File: config.mk
export PLATFORM = sky130hd
export DESIGN_NAME = mem_bus_arbiter
export DESIGN_NICKNAME = d
export VERILOG_FILES = /design/src/rtl/mem_bus_arbiter_pkg.sv /design/src/rtl/mem_bus_arbiter.sv
export SDC_FILE = /design/constraint.sdc
export NUM_CORES = 1
export LEC_CHECK = 0
export ABC_AREA = 1
export ABC_CLOCK_PERIOD_IN_PS = 4900
export CORE_ASPECT_RATIO = 1.25
export CORE_MARGIN = 2
export CORE_UTILIZATION = 42
export CTS_BUF_LIST = sky130_fd_sc_hd__clkbuf_8
export DETAILED_ROUTE_END_ITERATION = 7
export PLACE_DENSITY = 0.69
export SETUP_SLACK_MARGIN = 0.05
export SLEW_MARGIN = 20
export SYNTH_ARGS = -nofsm -noshare
export SYNTH_HDL_FRONTEND = slang
export SYNTH_SLANG_ARGS = --single-unit
File: constraint.sdc
create_clock -name clk_in -period 4.9 [get_ports clk_in]
set_input_delay 0.49 -clock clk_in [delete_from_list [all_inputs] [get_ports clk_in]]
set_output_delay 0.49 -clock clk_in [all_outputs]
set_load 0.005 [all_outputs]
File: src/rtl/mem_bus_arbiter_pkg.sv
// mem_bus_arbiter_pkg: shared encodings for the memory bus arbiter
package mem_bus_arbiter_pkg;

    localparam logic [1:0] SZ_B   = 2'd0;
    localparam logic [1:0] SZ_H   = 2'd1;
    localparam logic [1:0] SZ_W   = 2'd2;
    localparam logic [1:0] IO_SEL = 2'b11;

    typedef enum logic [1:0] {IDLE, ISSUE, DRAIN} state_t;
    typedef enum logic {GNT_I, GNT_D} gnt_t;

    function automatic logic [2:0] size_bytes(input logic [1:0] sz);
        return sz == SZ_B ? 3'd1 : sz == SZ_H ? 3'd2 : 3'd4;
    endfunction

endpackage

File: src/rtl/mem_bus_arbiter.sv
// mem_bus_arbiter: shares the byte-wide memory bus between fetch and load/store
module mem_bus_arbiter
    import mem_bus_arbiter_pkg::*;
#(
    parameter int ADDR_W    = 32,
    parameter int IO_SEL_HI = 17
) (
    input  logic              clk_in,
    input  logic              rst_in,
    input  logic              rdy_in,
    input  logic              io_buffer_full,
    input  logic [7:0]        mem_din,
    output logic [7:0]        mem_dout,
    output logic [ADDR_W-1:0] mem_a,
    output logic              mem_wr,
    input  logic              flush,
    input  logic              i_req,
    input  logic [ADDR_W-1:0] i_addr,
    output logic              i_done,
    output logic [31:0]       i_data,
    input  logic              d_req,
    input  logic              d_wr,
    input  logic [1:0]        d_size,
    input  logic [ADDR_W-1:0] d_addr,
    input  logic [31:0]       d_wdata,
    output logic              d_done,
    output logic [31:0]       d_rdata,
    output logic              busy
);

    state_t            state, state_n;
    gnt_t              gnt, last_gnt;
    logic [2:0]        cnt, nbytes;
    logic [ADDR_W-1:0] addr_q, issue_addr;
    logic [31:0]       wdata_q, data_q;
    logic [7:0]        issue_byte;
    logic [1:0]        bus_k, cap_k;
    logic              wr_q, io_wr, bus_wr, rd_act, cap_v;
    logic              i_ok, d_ok, pick_d, grant, stall, abort, step, more, hold, issue, issue_wr, fin;

    // a requester still holding req during its own done cycle is not a new request
    assign i_ok   = i_req & ~i_done;
    assign d_ok   = d_req & ~d_done;
    assign pick_d = d_ok & (~i_ok | last_gnt == GNT_I);
    assign grant  = state == IDLE & rdy_in & ~flush & (i_ok | d_ok);
    assign stall  = ~rdy_in | (io_wr & io_buffer_full);
    assign abort  = flush & state != IDLE & ~(gnt == GNT_D & wr_q);
    assign step   = state != IDLE & ~stall & ~abort;
    assign more   = cnt != nbytes;
    assign hold   = state == ISSUE & stall & ~abort;
    assign issue  = grant | (step & state == ISSUE & more);
    assign fin    = step & (state == DRAIN | (state == ISSUE & ~more & wr_q));

    assign issue_wr   = grant ? pick_d & d_wr : wr_q;
    assign issue_addr = grant ? (pick_d ? d_addr : i_addr) : addr_q + ADDR_W'(cnt);
    assign issue_byte = ~issue_wr ? 8'h00 : grant ? d_wdata[7:0] : wdata_q[{cnt[1:0], 3'b000} +: 8];

    assign mem_wr  = bus_wr & ~stall;
    assign busy    = state != IDLE;
    assign i_data  = data_q;
    assign d_rdata = data_q;

    always_comb begin
        state_n = state;
        if (grant) state_n = ISSUE;
        else if (abort) state_n = IDLE;
        else if (step && state == DRAIN) state_n = IDLE;
        else if (step && !more) state_n = wr_q ? IDLE : DRAIN;
    end

    always_ff @(posedge clk_in or negedge rst_in)
        if (!rst_in) state <= IDLE;
        else state <= state_n;

    always_ff @(posedge clk_in or negedge rst_in)
        if (!rst_in) begin
            gnt      <= GNT_I;
            last_gnt <= GNT_D;
            addr_q   <= '0;
            wdata_q  <= '0;
            wr_q     <= 1'b0;
            io_wr    <= 1'b0;
            nbytes   <= 3'd0;
            cnt      <= 3'd0;
            mem_a    <= '0;
            mem_dout <= '0;
            bus_wr   <= 1'b0;
            bus_k    <= '0;
            rd_act   <= 1'b0;
            cap_v    <= 1'b0;
            cap_k    <= '0;
            data_q   <= '0;
            i_done   <= 1'b0;
            d_done   <= 1'b0;
        end else begin
            if (grant) begin
                gnt      <= pick_d ? GNT_D : GNT_I;
                last_gnt <= pick_d ? GNT_D : GNT_I;
                addr_q   <= pick_d ? d_addr : i_addr;
                wdata_q  <= d_wdata;
                wr_q     <= pick_d & d_wr;
                io_wr    <= pick_d & d_wr & (d_addr[IO_SEL_HI -: 2] == IO_SEL);
                nbytes   <= pick_d ? size_bytes(d_size) : 3'd4;
            end
            cnt <= grant ? 3'd1 : issue ? cnt + 3'd1 : cnt;
            if (issue) begin
                mem_a    <= issue_addr;
                mem_dout <= issue_byte;
                bus_wr   <= issue_wr;
                bus_k    <= grant ? 2'd0 : cnt[1:0];
            end else if (!hold) begin
                mem_a    <= '0;
                mem_dout <= '0;
                bus_wr   <= 1'b0;
            end
            // read byte on the bus this cycle arrives on mem_din next cycle
            rd_act <= issue & ~issue_wr;
            cap_v  <= rd_act & ~abort;
            cap_k  <= bus_k;
            if (grant) data_q <= '0;
            else if (cap_v) data_q[{cap_k, 3'b000} +: 8] <= mem_din;
            i_done <= fin & (gnt == GNT_I);
            d_done <= fin & (gnt == GNT_D);
        end

endmodule

Yosys cells after proc, flatten, opt, wreduce, memory -nomap -nowiden
Index checks and enable logic that the tools add are counted.
Widths: inputs -> output; s select.
- output and inout bits: 108
- logic and storage cells: 109
- input bits: 114
- register bits after elaboration: 157
- equal/unequal tests: 6
- shift operators: 3
- muxes and demuxes: 26
- add/sub/neg operators: 3
- reductions and logical operators: 9
- bitwise operators: 43
- operators with widths (kind ; number):
    $mux 32 ; 6
    $add 32x3->32 ; 1
    $bwmux 32 ; 1
    $mux 8 ; 4
    $shift 8x7->32 const A ; 1
    $shiftx 32x6->8 ; 1
    $shiftx 8x7->32 ; 1
    $and 1x1->1 ; 26
    $mux 3 ; 5
    $mux 2 ; 6
    $not 1->1 ; 12
    $neg 5->7 ; 1
    $reduce_bool 2->1 ; 3
    $or 1x1->1 ; 5
    $eq 2x1->1 const B ; 2
    $eq 2x2->1 const B ; 2
    $logic_not 2->1 ; 2
    $mux 1 ; 4
    $reduce_bool 4->1 ; 1
    $add 3x1->3 const B ; 1
    $ne 3x3->1 ; 1
    $logic_and 1x1->1 ; 2
    $ne 2x1->1 const B ; 1
    $logic_not 1->1 ; 1

Logic depth before layout (Yosys ltp)
- word-level depth: 10
- gate-level depth with buffers: 13
- gate-level depth less buffers: 13

Least setup slack after synthesis
OpenSTA, ideal clock, no wires.
- kind: register to register
- start: reg cnt[0]
- end: reg mem_a[30]
- clock period less this slack: 1946 ps
- arrival time: 1829 ps
- cell stages (with the launch flop): 14
- setup time: 117 ps
- path buffers: 0
- setup slack: 2954 ps
- data required time: 4783 ps
- cell sequence: dfrtp_1 ha_1 inv_1 fa_1 inv_1 nand3_1 nand2_2 nand2_1 nor2_2 nand3_1 nand2_1 nand3_1 nand2_1 nand2_1
- longest elaborated chain between the ends: 4
- elaborated cells on any way between the ends: 7
- those cells by class: 1 x add/sub; 2 x eq/ne; 2 x mux; 2 x bitwise
- ends and longest elaborated chain (item ; line ; source):
    from (decl) ; mem_bus_arbiter.sv:33 ; logic [2:0] cnt, nbytes;
    from (signal assigned) ; mem_bus_arbiter.sv:105 ; cnt <= grant ? 3'd1 : issue ? cnt + 3'd1 : cnt;
    parallel branches: the longest is 4 deep, another holds $add 32x3->32 ; n/a ;
    to (signal assigned) ; mem_bus_arbiter.sv:107 ; mem_a <= issue_addr;
    to (decl) ; mem_bus_arbiter.sv:14 ; output logic [ADDR_W-1:0] mem_a,
Parallel ways; which one is timed is not known.
A chain may end at the register's enable or synchronous reset.

Worst setup path after layout
- start: reg cnt[1]
- end: reg mem_a[22]
The elaborated chain is that of the path after synthesis.

==> reports/metrics.yaml <==
clocking:
  cts.clk_slew.worst_paths_ns: 0.09
  ctsHoldBuffers: 0
  h-tree-depth: 4
  cts_num_sinks: 157
  cts_buffers: 17
  cts_resized: 0
  clkLatencyLatePin_ns: 0.47
  cts_setup_buffers: 0
  clockBufferDepth: 2
  root_buffer: "clkbuf_8"
  cts_tree: "built"
global_routing:
  grt_util_all_layers: 0.2186
  grt_pass1_wl_mm: 37.26
  grt_pass1_vias: 7251
  grt_max_degree: 83
  gr-total-overflow: 0
  grt_antenna_before_repair: 0
worst_setup_path:
  worstPathRequired_ns: 5.27
  cp-start-kind: "register"
  crit_arrival_ns: 3.18
  end_kind: "register"
  critical_path_class: "reg2reg"
  worst-path-max-fanout: 15
placed_design:
  place_congestion: 0.8497
  port_buffers: 221
  place_hpwl_mm: 16.85
cells_and_area:
  fin_nets: 1441
  utilization: 0.5522
  syn2layout_area_growth_pct: 29.47
  diodes: 0
  layout.cells.most_common: "nand2_1"
  layout_common_cells: "nand2_1, clkdlybuf4s50_1, dfrtp_1"
  drive_above_1_share: 0.05635
route:
  wl_per_cell_um: 14.68
  first_pass_iters: 5
  routed_via_density: 4.936
  totalWireLength_mm: 23.50
  via_count: 7903
  ant_nets: 0
  drc_errors: 0
  drt_first_iter_violations: 666
timing:
  fin_crit_sh: 0.5736
  clock_skew_ns: 0.01417
  maxSlewHeadroom: 0.4764
  hold_viol_final: 0
  min_period_ns: 2.810
  setup-violations-final: 0
  rsz0062_at_grt: "no"
  slew_viol_final: 0
  setup_tns_ns: 0
  tightestPinTransition_ns: 0.7854
  fmax_mhz: 355.8
synthesis:
  avgSynthCellArea_um2: 7.454
  ys.flop_type: "dfrtp_1"
  syn-instance-count: 1146
  synth_area_um2: 8542
  ys_types: 40
  ys_seq_area_frac: 0.4601
  synth-async-reset-ratio: 1.000
  yosys.area.top_type_share: 0.4570
  yosysWarnings: 0
  synthTopCellsByArea: "dfrtp_1, nand2_1, o21ai_0"
  yosysTopAreaCell: "dfrtp_1"
  synth_fp_nets: 1269
  synth_edf_count: 0
  synth_seq_cells: 157
status:
  outcome: "completed"
die:
  rows: 58
  core_region_area_um2: 20030
  die-height_um: 163.4
  dieArea_um2: 21500
  fp.dieW_um: 131.6
  ios: 222
  start_util: 0.4265
power:
  p_leak_uw: 0.005462
  vdd_ir_drop_max_mv: 0.2068
  powerDensity_nw_per_um2: 445.7
min_path:
  min_path_type: "in2async"
flow_run:
  drv_cap: 0
## worst paths after layout
check	to	cells after the start	startpoint	slack, ns
setup / recovery	mem_a[22]$_DFFE_PN0P_	12	cnt[1]$_DFFE_PN0P_	2.09
hold / removal	mem_a[16]$_DFFE_PN0P_	1	rst_in	0.06
setup reg to reg	mem_a[22]$_DFFE_PN0P_	12	cnt[1]$_DFFE_PN0P_	2.09
hold reg to reg	cap_k[1]$_DFF_PN0_	0	bus_k[1]$_DFFE_PN0P_	0.39
max in group asynchronous	d_rdata[18]$_DFFE_PN0P_	2	rst_in	3.81
min in group clk_in	cap_k[1]$_DFF_PN0_	0	bus_k[1]$_DFFE_PN0P_	0.39
## routing by layer
| layer | GRT usage | share of wire | up-vias |
|---|---|---|---|
| met5 | 0 | 0 | - |
| met4 | 0.06077 | 0.012 | 0 |
| met3 | 0.04873 | 0.058 | 20 |
| met2 | 0.3594 | 0.48 | 273 |
| met1 | 0.2924 | 0.45 | 3669 |
| li1 | - | - | 3941 |
## sequential cells by signal, indices dropped and copies added, names as in the netlist, 2 cells and up
signal    cells
addr_q       32
d_rdata      32
bus_k         2
mem_a        32
state         2
nbytes        3
mem_dout      8
cnt           3
wdata_q      32
cap_k         2
## metrics by stage
stage | worst slack, ns | instance area (µm²) | power [µW] | std cells | hold WS (ns)
floorplan | 2.954 | 8542 | 3276 | 1146 | 0.1944
global placement | 1.771 | 10660 | 3926 | 1569 | 0.3695
detailed placement | 1.752 | 10660 | 3975 | 1569 | 0.3696
CTS | 2.052 | 11060 | 4958 | 1601 | 0.08260
global route | 1.809 | 11060 | 5328 | 1601 | 0.08662
finish | 2.090 | 11060 | 4929 | 1601 | 0.05523
## critical path, stage by stage, from the launching register on
cell and delay [ns]:
dfrtp_1 0.73, inv_1 0.34, fa_1 0.53, inv_1 0.07
nand3_1 0.07, nand2_2 0.15, nand2_1 0.11, nor2_2 0.30
nand2_1 0.10, nand3_1 0.09, nand3_1 0.09, nand2_1 0.07
nand2_1 0.06
## power breakdown
group	leakage [µW]	internal, µW	total (µW)	switching [µW]
logic	0.00321	799	1920	1120
clock network	0.000200	440	969	528
registers	0.00206	1710	2040	333
total	0.00546	2950	4930	1980
## cell families (layout without fill, tap and decap cells)
kind of cell | count (synthesis) | count (layout) | share of synthesized area
adder cells (fa/ha/maj) | 9 | 9 | 0.01406
AND/OR/NAND/NOR | 570 | 570 | 0.2804
XOR/XNOR | 5 | 5 | 0.005126
buffers and inverters | 217 | 402 | 0.1203
AO/OA/AOI/OAI | 188 | 188 | 0.1201
flip-flops | 157 | 157 | 0.4601
## synth_stat cells, drive strengths merged (4+ instances only)
cell type  number
ha              8
nand3          85
o21ai         129
nand4          10
o22ai           5
a22oi           7
nor3            5
nor2          101
xnor2           4
inv           140
a21oi          37
nand2         366
clkbuf          9
buf            68
dfrtp         156
o31ai           5
## layout make-up
class / instances / area [µm²]
clock buffers: 19 / 261.5
multi-input cells: 772 / 3587
flip-flops and latches: 157 / 3930
inverters: 140 / 525.5
well taps: 270 / 337.8
repair buffers: 230 / 2281
clock inverters: 13 / 136.4
fillers: 1972 / 8970
(Power assumes the default switching activity.)
